## config.mk

```make
export PLATFORM = sky130hd
export DESIGN_NAME = reg_scoreboard
export DESIGN_NICKNAME = d
export VERILOG_FILES = /design/src/rtl/reg_scoreboard_pkg.sv /design/src/rtl/reg_scoreboard_sb_counter.sv /design/src/rtl/reg_scoreboard.sv
export SDC_FILE = /design/constraint.sdc
export NUM_CORES = 1
export LEC_CHECK = 0
export CAP_MARGIN = 30
export CELL_PAD_IN_SITES_DETAIL_PLACEMENT = 2
export CELL_PAD_IN_SITES_GLOBAL_PLACEMENT = 2
export CORE_UTILIZATION = 40
export DETAILED_ROUTE_END_ITERATION = 6
export PLACE_DENSITY_LB_ADDON = 0.1
export SYNTH_ARGS = -nofsm -noshare
export SYNTH_HDL_FRONTEND = slang
export SYNTH_SLANG_ARGS = --single-unit
```

## constraint.sdc

```tcl
create_clock -name clk -period 10.61 [get_ports clk]
set_input_delay 2.122 -clock clk [delete_from_list [all_inputs] [get_ports clk]]
set_output_delay 2.122 -clock clk [all_outputs]
set_load 0.02 [all_outputs]
```

## src/rtl/reg_scoreboard_pkg.sv

```systemverilog
// Shared constants and types for the MIPS32 register scoreboard.
// Register 0 is the hardwired-zero register and never tracks pending writes.
package reg_scoreboard_pkg;

  localparam int NUM_REGS = 32;
  localparam int ADDR_W   = 5;
  localparam int CNT_W    = 2;

  localparam logic [ADDR_W-1:0] REG_ZERO = '0;

  typedef logic [CNT_W-1:0] cnt_t;

endpackage

```

## src/rtl/reg_scoreboard_sb_counter.sv

```systemverilog
// Per-register pending-write counter.
// Saturates at both ends and clears synchronously; clear wins over inc/dec.
module sb_counter
  import reg_scoreboard_pkg::*;
#(
  parameter int CNT_W = $bits(cnt_t)
) (
  input  logic clk,
  input  logic rst_n,
  input  logic inc,
  input  logic dec,
  input  logic clr,
  output logic nonzero,
  output logic at_max,
  output logic is_one
);

  logic [CNT_W-1:0] cnt;

  always_ff @(posedge clk or negedge rst_n) begin
    if (!rst_n) begin
      cnt <= '0;
    end else if (clr) begin
      cnt <= '0;
    end else if (inc && !dec && !at_max) begin
      cnt <= cnt + 1'b1;
    end else if (dec && !inc && nonzero) begin
      cnt <= cnt - 1'b1;
    end
  end

  assign nonzero = (cnt != '0);
  assign at_max  = (cnt == '1);
  assign is_one  = (cnt == CNT_W'(1));

endmodule

```

## src/rtl/reg_scoreboard.sv

```systemverilog
// Register scoreboard: counts in-flight register-file writes per register
// and stalls decode when a source is pending or a destination counter is full.
module reg_scoreboard #(
  parameter int NUM_REGS = reg_scoreboard_pkg::NUM_REGS,
  parameter int ADDR_W   = reg_scoreboard_pkg::ADDR_W,
  parameter int CNT_W    = reg_scoreboard_pkg::CNT_W
) (
  input  logic                clk,
  input  logic                rst_n,
  input  logic                issue_valid,
  input  logic                issue_wr_en,
  input  logic [ADDR_W-1:0]   issue_wr_addr,
  input  logic                src_use1,
  input  logic [ADDR_W-1:0]   src_addr1,
  input  logic                src_use2,
  input  logic [ADDR_W-1:0]   src_addr2,
  input  logic                wb_en,
  input  logic [ADDR_W-1:0]   wb_addr,
  input  logic                flush,
  output logic                stall,
  output logic [NUM_REGS-1:0] busy_vec,
  output logic                underflow_err
);

  import reg_scoreboard_pkg::REG_ZERO;

  logic [NUM_REGS-1:0] nonzero;
  logic [NUM_REGS-1:0] at_max;
  logic [NUM_REGS-1:0] is_one;
  logic [NUM_REGS-1:0] pend;
  logic                haz1;
  logic                haz2;
  logic                full;
  logic                acc;

  // A last pending write committing this cycle is already visible to readers,
  // because the register file writes on the falling edge.
  for (genvar r = 0; r < NUM_REGS; r++) begin : g_reg
    if (r == 0) begin : g_zero
      assign nonzero[r] = 1'b0;
      assign at_max[r]  = 1'b0;
      assign is_one[r]  = 1'b0;
      assign pend[r]    = 1'b0;
    end else begin : g_cnt
      logic inc;
      logic dec;

      assign inc = acc && issue_wr_en && (issue_wr_addr == ADDR_W'(r));
      assign dec = wb_en && (wb_addr == ADDR_W'(r)) && nonzero[r];

      sb_counter #(
        .CNT_W (CNT_W)
      ) u_cnt (
        .clk     (clk),
        .rst_n   (rst_n),
        .inc     (inc),
        .dec     (dec),
        .clr     (flush),
        .nonzero (nonzero[r]),
        .at_max  (at_max[r]),
        .is_one  (is_one[r])
      );

      assign pend[r] = nonzero[r] && !(wb_en && (wb_addr == ADDR_W'(r)) && is_one[r]);
    end
  end

  always_comb begin
    haz1  = src_use1 && (src_addr1 != REG_ZERO) && pend[src_addr1];
    haz2  = src_use2 && (src_addr2 != REG_ZERO) && pend[src_addr2];
    full  = issue_wr_en && (issue_wr_addr != REG_ZERO) && at_max[issue_wr_addr]
            && !(wb_en && (wb_addr == issue_wr_addr));
    stall = issue_valid && (haz1 || haz2 || full);
    acc   = issue_valid && !stall;
  end

  always_ff @(posedge clk or negedge rst_n) begin
    if (!rst_n) begin
      underflow_err <= 1'b0;
    end else if (wb_en && (wb_addr != REG_ZERO) && !nonzero[wb_addr]) begin
      underflow_err <= 1'b1;
    end
  end

  assign busy_vec = nonzero;

endmodule

```

# Yosys cells after proc, flatten, opt, wreduce, memory -nomap -nowiden
# Index checks and enable logic that the tools add are counted.
[classes]
reduce_logical = 487
eq_ne = 125
n_addsub = 62
n_lt_le_gt_ge = 4
n_mux = 101
[op_table]
columns = ["cell", "n"]
rows = [
  ["logical AND 1 bit", 292],
  ["2-to-1 mux 2 bit", 93],
  ["== test 5 bit (second input constant)", 32],
  ["zero test 1 bit", 127],
  ["nonzero test 3 bit", 31],
  ["== test 5 x 4 -> 1 bit (second input constant)", 16],
  ["adder 2 x 1 -> 2 bit (second input constant)", 31],
  ["== test 2 x 1 -> 1 bit (second input constant)", 31],
  ["== test 2 bit (second input constant)", 31],
  ["nonzero test 2 bit", 31],
  ["subtractor 2 x 1 -> 2 bit (second input constant)", 31],
  ["== test 5 x 3 -> 1 bit (second input constant)", 8],
  ["< comparator 5 x 6 -> 1 bit (second input constant)", 4],
  ["binary-select mux 1 bit (select 5 bit)", 4],
  ["== test 5 x 2 -> 1 bit (second input constant)", 4],
  ["nonzero test 5 bit", 4],
  ["== test 5 x 1 -> 1 bit (second input constant)", 2],
  ["== test 5 bit", 1],
  ["2-to-1 mux 1 bit", 4],
  ["logical OR 1 bit", 2],
]
[word_totals]
in_bits = 28
wordCells = 811
reg_bits = 63

# Longest topological paths before layout
[depth]
ltp_word = 21
mapped_depth = 12
ltp_nobuf = 11

# By module
# Synthesis repeated with hierarchy kept, for this count alone.
[hier_totals]
hier_cells = 869
area_unflattened_um2 = 7405.9
[modules_own_cells]
columns = ["mod", "area_each_um2", "seq_area_each_um2", "instances", "cells_each"]
rows = [
  ["sb_counter at g_reg[10].g_cnt.u_cnt ...", 162.7, 50.0, 29, 17],
  ["reg_scoreboard", 2349.8, 25.0, 1, 339],
  ["sb_counter at g_reg[9].g_cnt.u_cnt", 182.7, 50.0, 1, 20],
  ["sb_counter at g_reg[4].g_cnt.u_cnt", 156.4, 50.0, 1, 17],
]

# Worst setup path before layout
# Ideal clock, no wire load.
[synth_path]
path_type = "input -> output"
start = "input port issue_wr_addr[0]"
end = "output port stall"
path_stages = 10
t_arrival_ps = 4321
t_required_ps = 8488
setup_slack_ps = 4167
path_cell_list = "buf_2 > clkbuf_1 > mux4_2 > a22oi_1 > a21oi_1 > nor2b_1 > o32ai_1 > nand4_1 > buf_2 > o21a_1"
[synth_via]
elab_chain_cells = 6
word_cells_on_any_way = 11
[synth_lines]
columns = ["item", "line_no", "text"]
rows = [
  ["start: declaration", "reg_scoreboard.sv:12", "input logic [ADDR_W-1:0] issue_wr_addr,"],
  ["binary-select mux 1 bit (select 5 bit) (tied with other cells)", "reg_scoreboard.sv:71", "full = issue_wr_en && (issue_wr_addr != REG_ZERO) && at_max[issue_wr_addr]"],
  ["2-to-1 mux 1 bit (not written as such) (tied with other cells)", "reg_scoreboard.sv:71", ""],
  ["logical AND 1 bit / zero test 1 bit (equally long branches)", "reg_scoreboard.sv:71, reg_scoreboard.sv:72", ""],
  ["logical AND 1 bit *", "reg_scoreboard.sv:72", "&& !(wb_en && (wb_addr == issue_wr_addr));"],
  ["logical OR 1 bit *", "reg_scoreboard.sv:73", "stall = issue_valid && (haz1 || haz2 || full);"],
  ["logical AND 1 bit *", "reg_scoreboard.sv:73", ""],
  ["end: declaration", "reg_scoreboard.sv:20", "output logic stall,"],
]
# Every way passes the cells marked *; elsewhere a longest branch is shown, timed or not. The select of a mux whose other input is x is not followed.

# Worst setup path in the final report
[layout_path]
start = "input port wb_addr[1]"
end = "output port stall"
[layout_via]
elab_chain_cells = 11
word_cells_on_any_way = 168
[layout_lines]
columns = ["item", "line_no", "text"]
rows = [
  ["start: declaration", "reg_scoreboard.sv:18", "input logic [ADDR_W-1:0] wb_addr,"],
  ["== test 5 x 1 -> 1 bit (tied with other cells)", "reg_scoreboard.sv:64", "assign pend[r] = nonzero[r] && !(wb_en && (wb_addr == ADDR_W'(r)) && is_one[r]);"],
  ["logical AND 1 bit (2 in series)", "reg_scoreboard.sv:64", ""],
  ["zero test 1 bit", "reg_scoreboard.sv:64", ""],
  ["logical AND 1 bit", "reg_scoreboard.sv:64", ""],
  ["binary-select mux 1 bit (select 5 bit), on equally long branches", "reg_scoreboard.sv:69, reg_scoreboard.sv:70", ""],
  ["2-to-1 mux 1 bit, on equally long branches", "reg_scoreboard.sv:69, reg_scoreboard.sv:70", ""],
  ["logical AND 1 bit, on equally long branches", "reg_scoreboard.sv:69, reg_scoreboard.sv:70", ""],
  ["logical OR 1 bit", "reg_scoreboard.sv:73", ""],
  ["logical OR 1 bit *", "reg_scoreboard.sv:73", ""],
  ["logical AND 1 bit *", "reg_scoreboard.sv:73", ""],
]
# Marks and branches as above.

==> impl_metrics.csv <==
group,metric,value,unit
logic_synthesis,syn-num-nets,1098,
logic_synthesis,synth.cell_area,8290,um2
floorplanning,coreArea,20300,um2
floorplanning,ios,62,
clock_tree,cts_buffers,9,
routing,vias,7610,
clock_tree,clk_path_buf_depth,2,
placement,gp_congestion,0.890,
power,power.total,0.888,mW
placement,placed_cells,1231,
job,max_cap_violations,0,
final_layout,antenna_cells,0,
timing,tightest_slew,0.958,ns
logic_synthesis,synthDistinctLibCells,64,
timing,setup_violations,0,
floorplanning,die_width,146,um
global_routing,grt_max_degree,64,
timing,grt_setup_unrepaired,"false",
critical_path,crit_required,8.49,ns
final_layout,fin_cells,1248,
clock_tree,cts_hold_buf,0,
logic_synthesis,synth_area_leaders,"dfrtp_1 (19%), ha_1 (14%), nor2_1 (6.1%)",
global_routing,antenna_found_initial,1,
critical_path,r2r_slack,6.61,ns
logic_synthesis,synthCells,977,
timing,min_period_over_period,80.8,%
routing,drc,0,
power,peakVddDrop,72.2,uV
power,power_per_cell_area,97.2,nW/um2
timing,finalHoldViolCount,0,
final_layout,nNetsFinal,1094,
power,power_leakage,3.58,nW
floorplanning,dieArea,21300,um2
logic_synthesis,ys_ff_latch,63,
floorplanning,start_util,40.8,%
logic_synthesis,avgSynthCellArea,8.49,um2
final_layout,syn_to_final_growth,10.2,%
placement,dpl.hpwl,23300,um
timing,finalCriticalPeriod,8.57,ns
logic_synthesis,synth_common_cells,"nor2_1 (135), inv_1 (120), ha_1 (93)",
timing,layout_setup_ws,2.04,ns
logic_synthesis,synth_edf_count,0,
placement,dp_slack,2.14,ns
routing,dr.pass1.iters,5,
clock_tree,cts.sinks,63,
global_routing,grt_pass1_vias,7973,
clock_tree,cts_setup_buffers,0,
logic_synthesis,ys_async_sr_fraction,100,%
logic_synthesis,ys_warn_count,0,
routing,drt-total-wl,30000,um
logic_synthesis,yosysMostFrequentCell,"nor2_1",
routing,ant_nets,0,
critical_path,cp-end-kind,"output pin",
placement,port_buffers,60,
logic_synthesis,yosysSeqAreaShare,19.0,%
global_routing,overflow,0,
clock_tree,cts-root-buf,"clkbuf_16",
status,status,"completed",
timing,timing.setup.tns,0,ns
clock_tree,cts_resized,0,
critical_path,cp.arrival,6.45,ns
logic_synthesis,yosysTopAreaCell,"dfrtp_1",
global_routing,grtUsageTotal,29.0,%
critical_path,worstSetupPathType,"in -> out",
floorplanning,dieHeight,146,um
clock_tree,clk_latency,0.36,ns
worst_hold_path,hold_path_class,"reg -> reg",
floorplanning,row_count,52,
timing,fin_skew,0.0110,ns
clock_tree,cts_tree,"done",
logic_synthesis,ys.flop_type,"dfrtp_1",
routing,vias_per_cell,6.10,
final_layout,drive_above_1_share,12.7,%
clock_tree,clk_pin_slew,0.07,ns
timing,drv_slew,0,
critical_path,cp_max_fo,33,
timing,fmax,117,MHz
logic_synthesis,synth_top_area_share,19.0,%
clock_tree,htreeDepth,3,
global_routing,grt_pass1_wl,47600,um
routing,drt_iter0_drc,457,
routing,routedWlPerCell,24.1,um
critical_path,cp-start-kind,"input port",
timing,slew_headroom,35.9,%
-- where the power goes --
part	internal, mW	total (mW)	switching [mW]
sequential	0.252	0.266	0.0139
combinational	0.115	0.291	0.176
clock	0.185	0.331	0.146
total	0.553	0.888	0.336
-- final cells by class --
cell class	count	area (um2)
clock inverter	7	80.1
timing repair buffer	68	673
sequential	63	1580
fill	2272	11200
multi-input combinational	711	5800
tap	270	338
inverter	120	450
clock buffer	9	225
-- flip-flops by register name, indices dropped and copies added (netlist names) --
| register | count |
|---|---|
| g.g_cnt.u_cnt.cnt | 62 |
| underflow_err | 1 |
-- through the flow --
step           cell area [um2]  hold WS, ns  util [%]
5_1_grt                   9140        0.484      45.0
3_5_place_dp              8810        0.450      43.4
3_3_place_gp              8800        0.442      43.4
2_1_floorplan             8290        0.562         -
4_1_cts                   9110        0.462      44.9
6_report                  9140        0.462      45.0
-- logic make-up (layout without fill, tap and decap cells) --
kind of cell / Yosys count / after routing / synth area share (%)
XOR/XNOR: 4 / 4 / 0.423
AND/OR/NAND/NOR: 343 / 343 / 24.6
adder cells (fa/ha/maj): 93 / 93 / 14.0
multiplexers: 106 / 106 / 15.9
flip-flops: 63 / 63 / 19.0
buffers and inverters: 203 / 204 / 11.1
AO/OA/AOI/OAI: 164 / 164 / 14.8
other: 1 / 1 / 0.0452
-- path summary, 6_finish.rpt --
path	from	end	cells after the start
setup / recovery	wb_addr[1]	stall	11
max in group asynchronous	rst_n	g_reg[8].g_cnt.u_cnt.cnt[1]	2
min in group asynchronous	rst_n	g_reg[28].g_cnt.u_cnt.cnt[1]	1
hold reg to reg	underflow_err	underflow_err	1
hold / removal	underflow_err	underflow_err	1
setup reg to reg	g_reg[31].g_cnt.u_cnt.cnt[0]	g_reg[31].g_cnt.u_cnt.cnt[0]	11
-- placed cells by master, fill, tap and decap left out, types with 3 or more instances in the layout --
master | Yosys | routed
a211oi_1 | 5 | 5
nand3_1 | 13 | 13
inv_6 | 0 | 3
o41ai_1 | 10 | 10
nand2b_1 | 15 | 15
buf_4 | 36 | 8
inv_1 | 120 | 120
nand3b_1 | 7 | 7
clkdlybuf4s50_1 | 0 | 58
nand4b_1 | 3 | 3
nor4_2 | 8 | 8
nor2_1 | 135 | 135
o221a_2 | 14 | 14
a31oi_1 | 33 | 33
nor2b_1 | 6 | 6
dfrtp_1 | 63 | 63
mux4_2 | 17 | 17
or3_1 | 7 | 7
or2_2 | 6 | 6
a21oi_1 | 14 | 14
mux2_2 | 25 | 25
nand4_1 | 5 | 5
a21o_1 | 3 | 3
o21bai_1 | 4 | 4
a22oi_1 | 5 | 5
clkbuf_16 | 0 | 9
xor2_1 | 3 | 3
nand2_1 | 49 | 49
ha_1 | 93 | 93
and4b_1 | 3 | 3
and2_1 | 5 | 5
nor4_4 | 19 | 19
and4bb_2 | 3 | 3
o22ai_1 | 4 | 4
mux2_1 | 14 | 14
a311oi_1 | 33 | 33
nor4_1 | 6 | 6
nor3_1 | 39 | 39
o21ai_0 | 22 | 22
mux2i_1 | 50 | 50
-- critical path, cell delays in order --
cell	delay [ns]
clkdlybuf4s50_1	1.10
nor4bb_1	0.82
buf_2	0.27
a311oi_1	0.09
a31oi_1	0.18
a311oi_1	0.11
nor4_1	0.47
nor3_4	0.06
buf_4	0.37
o21a_1	0.28
clkdlybuf4s50_1	0.54
-- per-layer routing --
layer	part of all wire (%)	vias up	wire (um)	global-route usage, %
met4	1.6	2	478	7.08
met3	5.6	35	1670	5.86
met1	46	3901	13800	39.2
met2	47	204	14000	47.2
li1	-	3468	-	-
met5	0.040	-	12	0
(Power assumes the default switching activity.)
